### src/rtl/fp16_exp_align_unit.sv
// FP16 exponent alignment. Takes the exponent difference from the subtractor,
// picks the larger operand and right-shifts the smaller significand one bit
// per cycle while folding shifted-out bits into a sticky LSB.
module fp16_exp_align_unit #(
   parameter int MANT_W = 11,
   parameter int EXP_W  = 5,
   parameter int GRS_W  = 3
) (
   input  logic                    clk,
   input  logic                    rst,
   input  logic                    in_valid,
   output logic                    in_ready,
   input  logic [EXP_W-1:0]        diff_mag,
   input  logic                    diff_neg,
   input  logic [EXP_W-1:0]        exp_a,
   input  logic [EXP_W-1:0]        exp_b,
   input  logic [MANT_W-1:0]       mant_a,
   input  logic [MANT_W-1:0]       mant_b,
   output logic                    out_valid,
   input  logic                    out_ready,
   output logic [EXP_W-1:0]        out_exp,
   output logic [MANT_W+GRS_W-1:0] out_mant_big,
   output logic [MANT_W+GRS_W-1:0] out_mant_small,
   output logic                    out_swap,
   output logic                    busy
);
   localparam int W = MANT_W + GRS_W;
   // Shifting by W or more leaves only the sticky bit, so skip the walk.
   localparam logic [EXP_W-1:0] SAT = EXP_W'(W);
   localparam logic [EXP_W-1:0] ONE = EXP_W'(1);

   typedef enum logic [1:0] {IDLE, SHIFT, DONE} state_t;

   state_t            state, state_nxt;
   logic [EXP_W-1:0]  cnt;
   logic [W-1:0]      big_r, small_r;
   logic [EXP_W-1:0]  exp_r;
   logic              swap_r;
   logic [MANT_W-1:0] sel_big, sel_small;
   logic [EXP_W-1:0]  sel_exp;

   // Operand selection: borrow means B is larger; ties fall to A.
   always_comb begin
      sel_big   = diff_neg ? mant_b : mant_a;
      sel_small = diff_neg ? mant_a : mant_b;
      sel_exp   = diff_neg ? exp_b  : exp_a;
   end

   // State register.
   always_ff @(posedge clk) begin
      if (rst) state <= IDLE;
      else     state <= state_nxt;
   end

   // Next-state logic.
   always_comb begin
      state_nxt = state;
      case (state)
         IDLE: if (in_valid) begin
            if (diff_mag == '0 || diff_mag >= SAT) state_nxt = DONE;
            else                                   state_nxt = SHIFT;
         end
         SHIFT: if (cnt == ONE) state_nxt = DONE;
         DONE:  if (out_ready) state_nxt = IDLE;
         default: state_nxt = IDLE;
      endcase
   end

   // Datapath: load on accept, shift with sticky fold, hold in DONE.
   always_ff @(posedge clk) begin
      if (rst) begin
         cnt     <= '0;
         big_r   <= '0;
         small_r <= '0;
         exp_r   <= '0;
         swap_r  <= 1'b0;
      end else begin
         case (state)
            IDLE: if (in_valid) begin
               cnt    <= diff_mag;
               big_r  <= {sel_big, {GRS_W{1'b0}}};
               exp_r  <= sel_exp;
               swap_r <= diff_neg;
               if (diff_mag >= SAT) small_r <= {{(W-1){1'b0}}, |sel_small};
               else                 small_r <= {sel_small, {GRS_W{1'b0}}};
            end
            SHIFT: begin
               small_r <= {1'b0, small_r[W-1:2], small_r[1] | small_r[0]};
               cnt     <= cnt - ONE;
            end
            default: ;
         endcase
      end
   end

   assign in_ready       = (state == IDLE);
   assign out_valid      = (state == DONE);
   assign busy           = (state != IDLE);
   assign out_exp        = exp_r;
   assign out_mant_big   = big_r;
   assign out_mant_small = small_r;
   assign out_swap       = swap_r;
endmodule

### config.mk
export PLATFORM = sky130hd
export DESIGN_NAME = fp16_exp_align_unit
export DESIGN_NICKNAME = d
export VERILOG_FILES = /design/src/rtl/fp16_exp_align_unit.sv
export SDC_FILE = /design/constraint.sdc
export NUM_CORES = 1
export LEC_CHECK = 0
export BUFFER_PORTS_ARGS = -buffer_cell sky130_fd_sc_hd__buf_2
export CAP_MARGIN = 20
export CORE_MARGIN = 2
export CORE_UTILIZATION = 50
export CTS_BUF_LIST = sky130_fd_sc_hd__clkbuf_8
export CTS_CLUSTER_DIAMETER = 120
export CTS_CLUSTER_SIZE = 20
export DETAILED_ROUTE_END_ITERATION = 16
export GPL_TIMING_DRIVEN = 0
export PLACE_DENSITY = 0.82
export SLEW_MARGIN = 20
export SYNTH_ARGS = -nofsm -noshare
export SYNTH_HDL_FRONTEND = slang
export SYNTH_SLANG_ARGS = --single-unit
### constraint.sdc
create_clock -name clk -period 1.9 [get_ports clk]
set_input_delay 0.285 -clock clk [delete_from_list [all_inputs] [get_ports clk]]
set_output_delay 0.285 -clock clk [all_outputs]
set_load 0.02 [all_outputs]
==> metrics.txt, run 1 <==
cells after synthesis between 200 and 250; final antenna-violating net count 0; R2R depth 4; Pre-antenna DRT Iters 4; Slew HR 64.0%; CTS tree built; Worst-path clk slew roughly 0.070 ns; Die W ~67 um; slew at the pin closest to its max-slew limit 0.539 ns; combined area of the multi-input logic cells approximately 1100 um2; post-DP HPWL about 4000 um; Hold/Removal Path Class in2reg; Starting DRT DRC Count about 110; largest buffer count on any clock path 2; fmax 0.596 GHz; total track usage roughly a quarter; Largest delay share family, worst path buffers and inverters; CTS Hold Bufs 0; critical path cell sequence buf_2 -> or2_2 -> inv_1 -> buf_2; area leader, netlist dfxtp_1; Tcrit/Tclk final around nine tenths; Num CTS Buffers 5; CP Capture Type primary output; commonest register cell after synthesis dfxtp_1; post-synthesis sequential area ratio about two fifths; slowest cell on the critical path dfxtp_1; unrepaired setup endpoints after global routing false; DR WL/cell between 10 and 15 um; Die Ht 67.3 um; Total Negative Setup Slacks 0 ns; final WL a little over 5000 um; Initial Utilization between 50% and 60%; Crit. path cell count 4; core box area approximately 3700 um2; Mean Syn Cell Area between 9 and 10 um2; # IOs 79; status completed; Antenna Cells 0; first-pass GRT wire length a little over 8000 um; DRC violation count after routing 0; fin nets roughly 350; worst-path fanout max 10; DIE AREA ~4500 um2; post-CTS setup buffer count 0; GRT overflow 0; Crit path top cell by count buf_2; R2R Path Start state[0]; R2R Path End out_mant_small[10]; largest net degree at the start of global routing 11; Synthesis Warnings 0; initial antenna violation count 0; largest stage delay on the critical path roughly 0.37 ns; fin util between 60% and 70%; clock sinks 38; Worst Path Buf+Inv 3; Cell Pwr Density about 800 nW/um2; largest cells by area after synthesis dfxtp_1 (38%), mux2i_1 (8.5%), a211oi_1 (6.8%); layout cell share with drive strength beyond 1 36.4%; crit path from state[0]; CP arrival 1.39 ns; Post-Syn Area between 2000 and 2500 um2; endpoints failing setup 0; maximum vdd drop 534 uV; synth unique cells 42; clock latency on the worst-skew pair approximately 0.29 ns; Layout fillers roughly 330; Leakage around 0.0012 uW; Area Overhead vs Synth 25.7%; critical path required time about 1.6 ns; gpl congestion just over 0.9; final hold violation count 0; Startpoint Class flip-flop; H-tree depth 2; #FFs+latches synth 38; crit path kind reg2out; top cell type's share of synthesized area a little under two fifths; number of global-route vias before repair 1875; fin. max-slew vios 0; R2R setup slack 0.40 ns; ys async rst share 0%; Setup crit end in_ready; IO Port Bufs between 70 and 80; Clock Root Buffer clkbuf_8; Vias/cell 5.70; Reg area about 760 um2; EDFF count, synth 0; Layout Skew between 0.004 and 0.005 ns; DR vias 1995; Max Cap Violations 0; PostCTS Resize Cnt 0; Tmin final roughly 1.7 ns; placement row count 22
[layout make-up]
cell class | instances | share of cell area, %
multi-input cells | 155 | 43.9
flip-flops and latches | 38 | 30.2
repair buffers | 74 | 14.7
plain buffers | 22 | 4.78
clock buffers | 5 | 2.74
well taps | 48 | 2.39
inverters | 6 | 0.896
clock inverters | 2 | 0.299
[power breakdown]
group	total [uW]	internal [uW]	switching, uW	leakage, uW
logic	618	251	366	0.000792
clock network	502	242	260	0.0000466
registers	945	884	60.3	0.000314
total	2060	1380	686	0.00115
[routing by layer]
metal	GRT usage [%]	share of wire (%)	wire (um)
met1	30.8	45	2330
met2	40.7	49	2520
met3	4.50	5.4	283
met4	8.42	1.1	59
met5	0	0	0
[stage by stage]
stage	instances	instance area [um2]	hold slack, ns	total power, uW	setup WS (ns)
2_1_floorplan	221	2010	0.445	1370	0.557
3_3_place_gp	343	2440	0.449	1560	0.431
3_5_place_dp	343	2440	0.472	1580	0.368
4_1_cts	350	2510	0.299	2070	0.236
5_1_grt	350	2510	0.311	2170	0.173
6_report	350	2510	0.294	2060	0.222
[cells in the final DEF, fill, tap and decap left out, drive strengths merged, types with 3 or more instances in the layout]
cell type,n
buf,88
dfxtp,38
nor2,21
a211oi,18
mux2i,17
a21oi,15
clkbuf,13
o221ai,12
mux2,10
nand3,10
inv,8
nor3,5
nand3b,4
nand2,4
nor4,3
conb,3
a221oi,3
[registers in the layout, indices dropped and copies added (netlist names)]
| signal | cells |
|---|---|
| out_exp | 5 |
| out_mant_big | 11 |
| out_mant_small | 14 |
| out_swap | 1 |
| cnt | 5 |
| state | 2 |
[worst min-delay path, stage by stage]
cell and delay (ns):
buf_2 0.07, or3b_2 0.12, a221oi_2 0.05
[cells by family (layout without fill, tap and decap cells)]
logic type      after synthesis  count (layout)  synth area share (%)
compound gates               63              63                  23.1
mux                          27              27                  14.1
fa+ha+maj                     2               2                  1.25
flops                        38              38                  38.0
simple gates                 60              60                  16.2
other cells                   1               3                 0.187
buf+inv                      28             109                  7.13
[worst min-delay path by stage]
| stage | from | slack, ns | cells after the start | endpoint |
|---|---|---|---|---|
| final | out_ready | 0.29 | 3 | state[1] |
| after global routing | out_ready | 0.31 | 3 | state[1] |
| after CTS | out_ready | 0.30 | 3 | state[1] |
| after detailed placement | cnt[1] | 0.47 | 2 | cnt[1] |
| after global placement | out_swap | 0.45 | 2 | out_swap |
| after floorplan | cnt[1] | 0.45 | 2 | cnt[1] |
[cells in the mapped netlist, types with 2 or more instances]
| cell | n |
|---|---|
| a211oi_1 | 18 |
| nand4_1 | 2 |
| o221ai_1 | 12 |
| ha_1 | 2 |
| buf_2 | 6 |
| nor2b_1 | 2 |
| nand3_1 | 10 |
| a21oi_1 | 15 |
| clkbuf_1 | 8 |
| buf_4 | 8 |
| nor2_1 | 21 |
| o211ai_1 | 2 |
| nor4_1 | 3 |
| a21o_1 | 2 |
| inv_1 | 6 |
| dfxtp_1 | 38 |
| a221oi_1 | 2 |
| a22oi_1 | 2 |
| nor3_1 | 5 |
| nand3b_1 | 4 |
| mux2_2 | 10 |
| o21ai_0 | 2 |
| mux2i_1 | 17 |
| nand2_1 | 4 |
No activity file was read; power rests on OpenSTA's default activity.
==> run 2, diff against run 1 <==
Settings changed: ABC_AREA from default to 1, PLACE_DENSITY 0.82 to 0.81, RECOVER_POWER from default to 50.
==> run 2 against run 1 <==
  * Clock power up 16%
  * Register-to-register slack gained 0.04 ns
  * Worst hold slack lost 0.052 ns
  * Critical endpoint is now out_exp[3]
  * Critical path depth rose by 2
  * Sequential cell count is the same
==> metrics.txt, run 2 <==
status completed; final WL 5590 um (+7.6%); placement row count 23 (+4.5%); Area Overhead vs Synth 24.0%; initial antenna violation count 0 (unchanged); clock latency on the worst-skew pair 0.30 ns (about the same); PostCTS Resize Cnt 0 (unchanged); CP Capture Type flip-flop; CTS tree built; DRC violation count after routing 0 (unchanged); Mean Syn Cell Area 6.49 um2 (-29%); Antenna Cells 0 (unchanged); fin nets 445 (+29%); top cell type's share of synthesized area 37.0% (-1.0 points); post-DP HPWL 4250 um (+6.4%); Net Sw Power 964 uW (+40%); IO Port Bufs 75 (+1.4%); clock sinks 38 (unchanged); EDFF count, synth 0 (unchanged); final hold violation count 0 (unchanged); Pint 1500 uW (+9.1%); switching share of power 39.1% (+5.8 points); layout cell share with drive strength beyond 1 18.9% (-18 points); Clk network pwr share 23.6% (-0.7 points); largest cells by area after synthesis dfxtp_1 (37%), nand2_1 (17%), o21ai_0 (5.8%); Initial Utilization 51.8% (-1.6 points); Tmin final 1.46 ns (-0.217 ns); Worst-path clk slew 0.08 ns (about the same); commonest register cell after synthesis dfxtp_1; Clock Root Buffer clkbuf_8; count leader, synth nand2_1; combined area of the multi-input logic cells 1060 um2 (-4.1%); Pre-antenna DRT Iters 4 (unchanged); multiplexer share of the synthesized area 0% (-14 points); PnR Total Power 2470 uW (+19%); H-tree depth 2 (unchanged); Reg area 761 um2 (unchanged); DIE AREA 4640 um2 (+2.6%); crit path kind reg2reg; DR vias 2333 (+17%); max FFs per register 14 (unchanged); fin. max-slew vios 0 (unchanged); Hold/Removal Path Class in2reg; unrepaired setup endpoints after global routing false; ys async rst share 0% (unchanged); Finished Cell Area 2550 um2 (+1.4%); Simple-Gate Fraction of Synth Area 28.0% (+12 points); Total Negative Setup Slacks 0 ns (unchanged); endpoints failing setup 0 (unchanged); Flop pwr share 41.1% (-4.7 points); pre-CTS setup slack 0.555 ns (+0.187 ns); DR WL/cell 12.4 um (-17%); Die Ht 68.1 um (+1.3%); number of global-route vias before repair 2088 (+11%); Starting DRT DRC Count 182 (+63%); commonest cells in the netlist nand2_1 (95), dfxtp_1 (38), inv_1 (30), o21ai_0 (24), o21ai_1 (22); Max Cap Violations 0 (unchanged); GRT overflow 0 (unchanged); Comb pwr share 35.3% (+5.4 points); cells after synthesis 317 (+45%); first-pass GRT wire length 8970 um (+8.0%); Vias/cell 5.16 (-9.4%); Num CTS Buffers 5 (unchanged); # IOs 79 (unchanged); Post-Synth XOR/XNOR Area 0% (unchanged); Synth Area in Adders 1.22% (-0.034 points); Tcrit/Tclk final 76.9% (-11 points); Leakage 0.00126 uW (+9.6%); area leader, netlist dfxtp_1; final antenna-violating net count 0 (unchanged); Layout Skew 0.0135 ns (+0.00902 ns); synth unique cells 24 (-43%); Synth Area in Compound Gates 21.7% (-1.4 points); post-CTS setup buffer count 0 (unchanged); post-synthesis sequential area ratio 37.0% (-1.0 points); Layout fillers 385 (+18%); largest family of logic cells by synthesized area simple AND/OR/NAND/NOR gates; commonest non-fill, non-tap cell in the layout nand2_1; Cell Area, Placed 2500 um2 (+2.6%); #FFs+latches synth 38 (unchanged); post-route setup slack 0.439 ns (+0.217 ns); largest net degree at the start of global routing 12 (+1); maximum vdd drop 443 uV (-17%); core box area 3970 um2 (+6.1%); Cell Pwr Density 967 nW/um2 (+18%); Synthesis Warnings 0 (unchanged); CP arrival 1.69 ns (+0.30 ns); critical path required time 2.13 ns (+0.51 ns); Startpoint Class flip-flop; largest buffer count on any clock path 2 (unchanged); gpl congestion 0.862 (-5.4%); Die W 68.1 um (+1.3%); CTS Hold Bufs 0 (unchanged); Post-Syn Area 2060 um2 (+2.8%); fmax 0.685 GHz (+15%); total track usage 25.6% (+1.4 points); commonest non-fill, non-tap cells in the layout nand2_1 (95), buf_2 (50), dfxtp_1 (38); worst-path fanout max 10 (unchanged)
[run 2: changes by cell type in the layout (fill, tap and decap cells not counted), moves of 8 or more]
cell      previous run  this run
o21ai_1              0        22
a211oi_1            18         0
inv_1                8        33
nand3_1             10        18
o21ai_0              2        24
o221ai_1            12         0
mux2_2              10         0
buf_2               80        50
nand2_1              4        95
a31oi_1              1        16
clkbuf_1             8        37
mux2i_1             17         0
[run 2: per-stage QoR]
stage,hold slack (ns),util [%],instances
floorplan,0.354,-,319
global placement,0.462,63.0,444
detailed placement,0.467,63.0,444
CTS,0.245,65.3,452
global route,0.263,64.2,452
finish,0.243,64.2,452
[run 2: cells by family (layout without fill, tap and decap cells)]
| logic type | Yosys count | in the layout |
|---|---|---|
| adders and majority gates | 2 | 2 |
| AOI/OAI and AO/OA | 84 | 84 |
| other | 1 | 3 |
| and+or+nand+nor | 137 | 137 |
| DFF | 38 | 38 |
| buffers and inverters | 55 | 138 |
[run 2: worst max-delay path, cell delays in order (launching register included)]
cell	delay (ns)
dfxtp_1	0.38
inv_1	0.12
nand2_2	0.08
nor2_4	0.18
clkbuf_1	0.39
o21ai_1	0.10
a31oi_1	0.15
[run 2: per-layer routing]
layer | part of all wire [%] | track usage, % | up-vias
li1 | - | - | 1190
met1 | 45 | 32.0 | 1051
met2 | 47 | 42.7 | 82
met3 | 6.8 | 6.25 | 10
met4 | 1.6 | 8.75 | 0
met5 | 0 | 0 | -
[run 2: power groups by stage]
stage	logic, uW	registers, uW	clock network [uW]
3_5_place_dp	897	1030	0
5_1_grt	972	1030	613
3_3_place_gp	877	1030	0
6_report	871	1010	581
4_1_cts	900	1010	585
2_1_floorplan	495	1140	0
[run 2: area by class of cell]
class	instances	area share (%)
Inverter	37	5.44
Clock inverter	2	0.343
Sequential cell	38	29.8
Timing Repair Buffer	75	13.2
Clock buffer	6	3.24
Multi-Input combinational cell	226	41.5
Buffer	18	3.97
Tap cell	50	2.45
[run 2: final timing paths]
path | to | slack (ns) | from | cells after the start
max reg2reg | out_exp[3] | 0.44 | state[0] | 6
max | out_exp[3] | 0.44 | state[0] | 6
min | out_exp[4] | 0.24 | exp_a[4] | 3
min reg2reg | out_mant_small[2] | 0.48 | out_mant_small[2] | 2
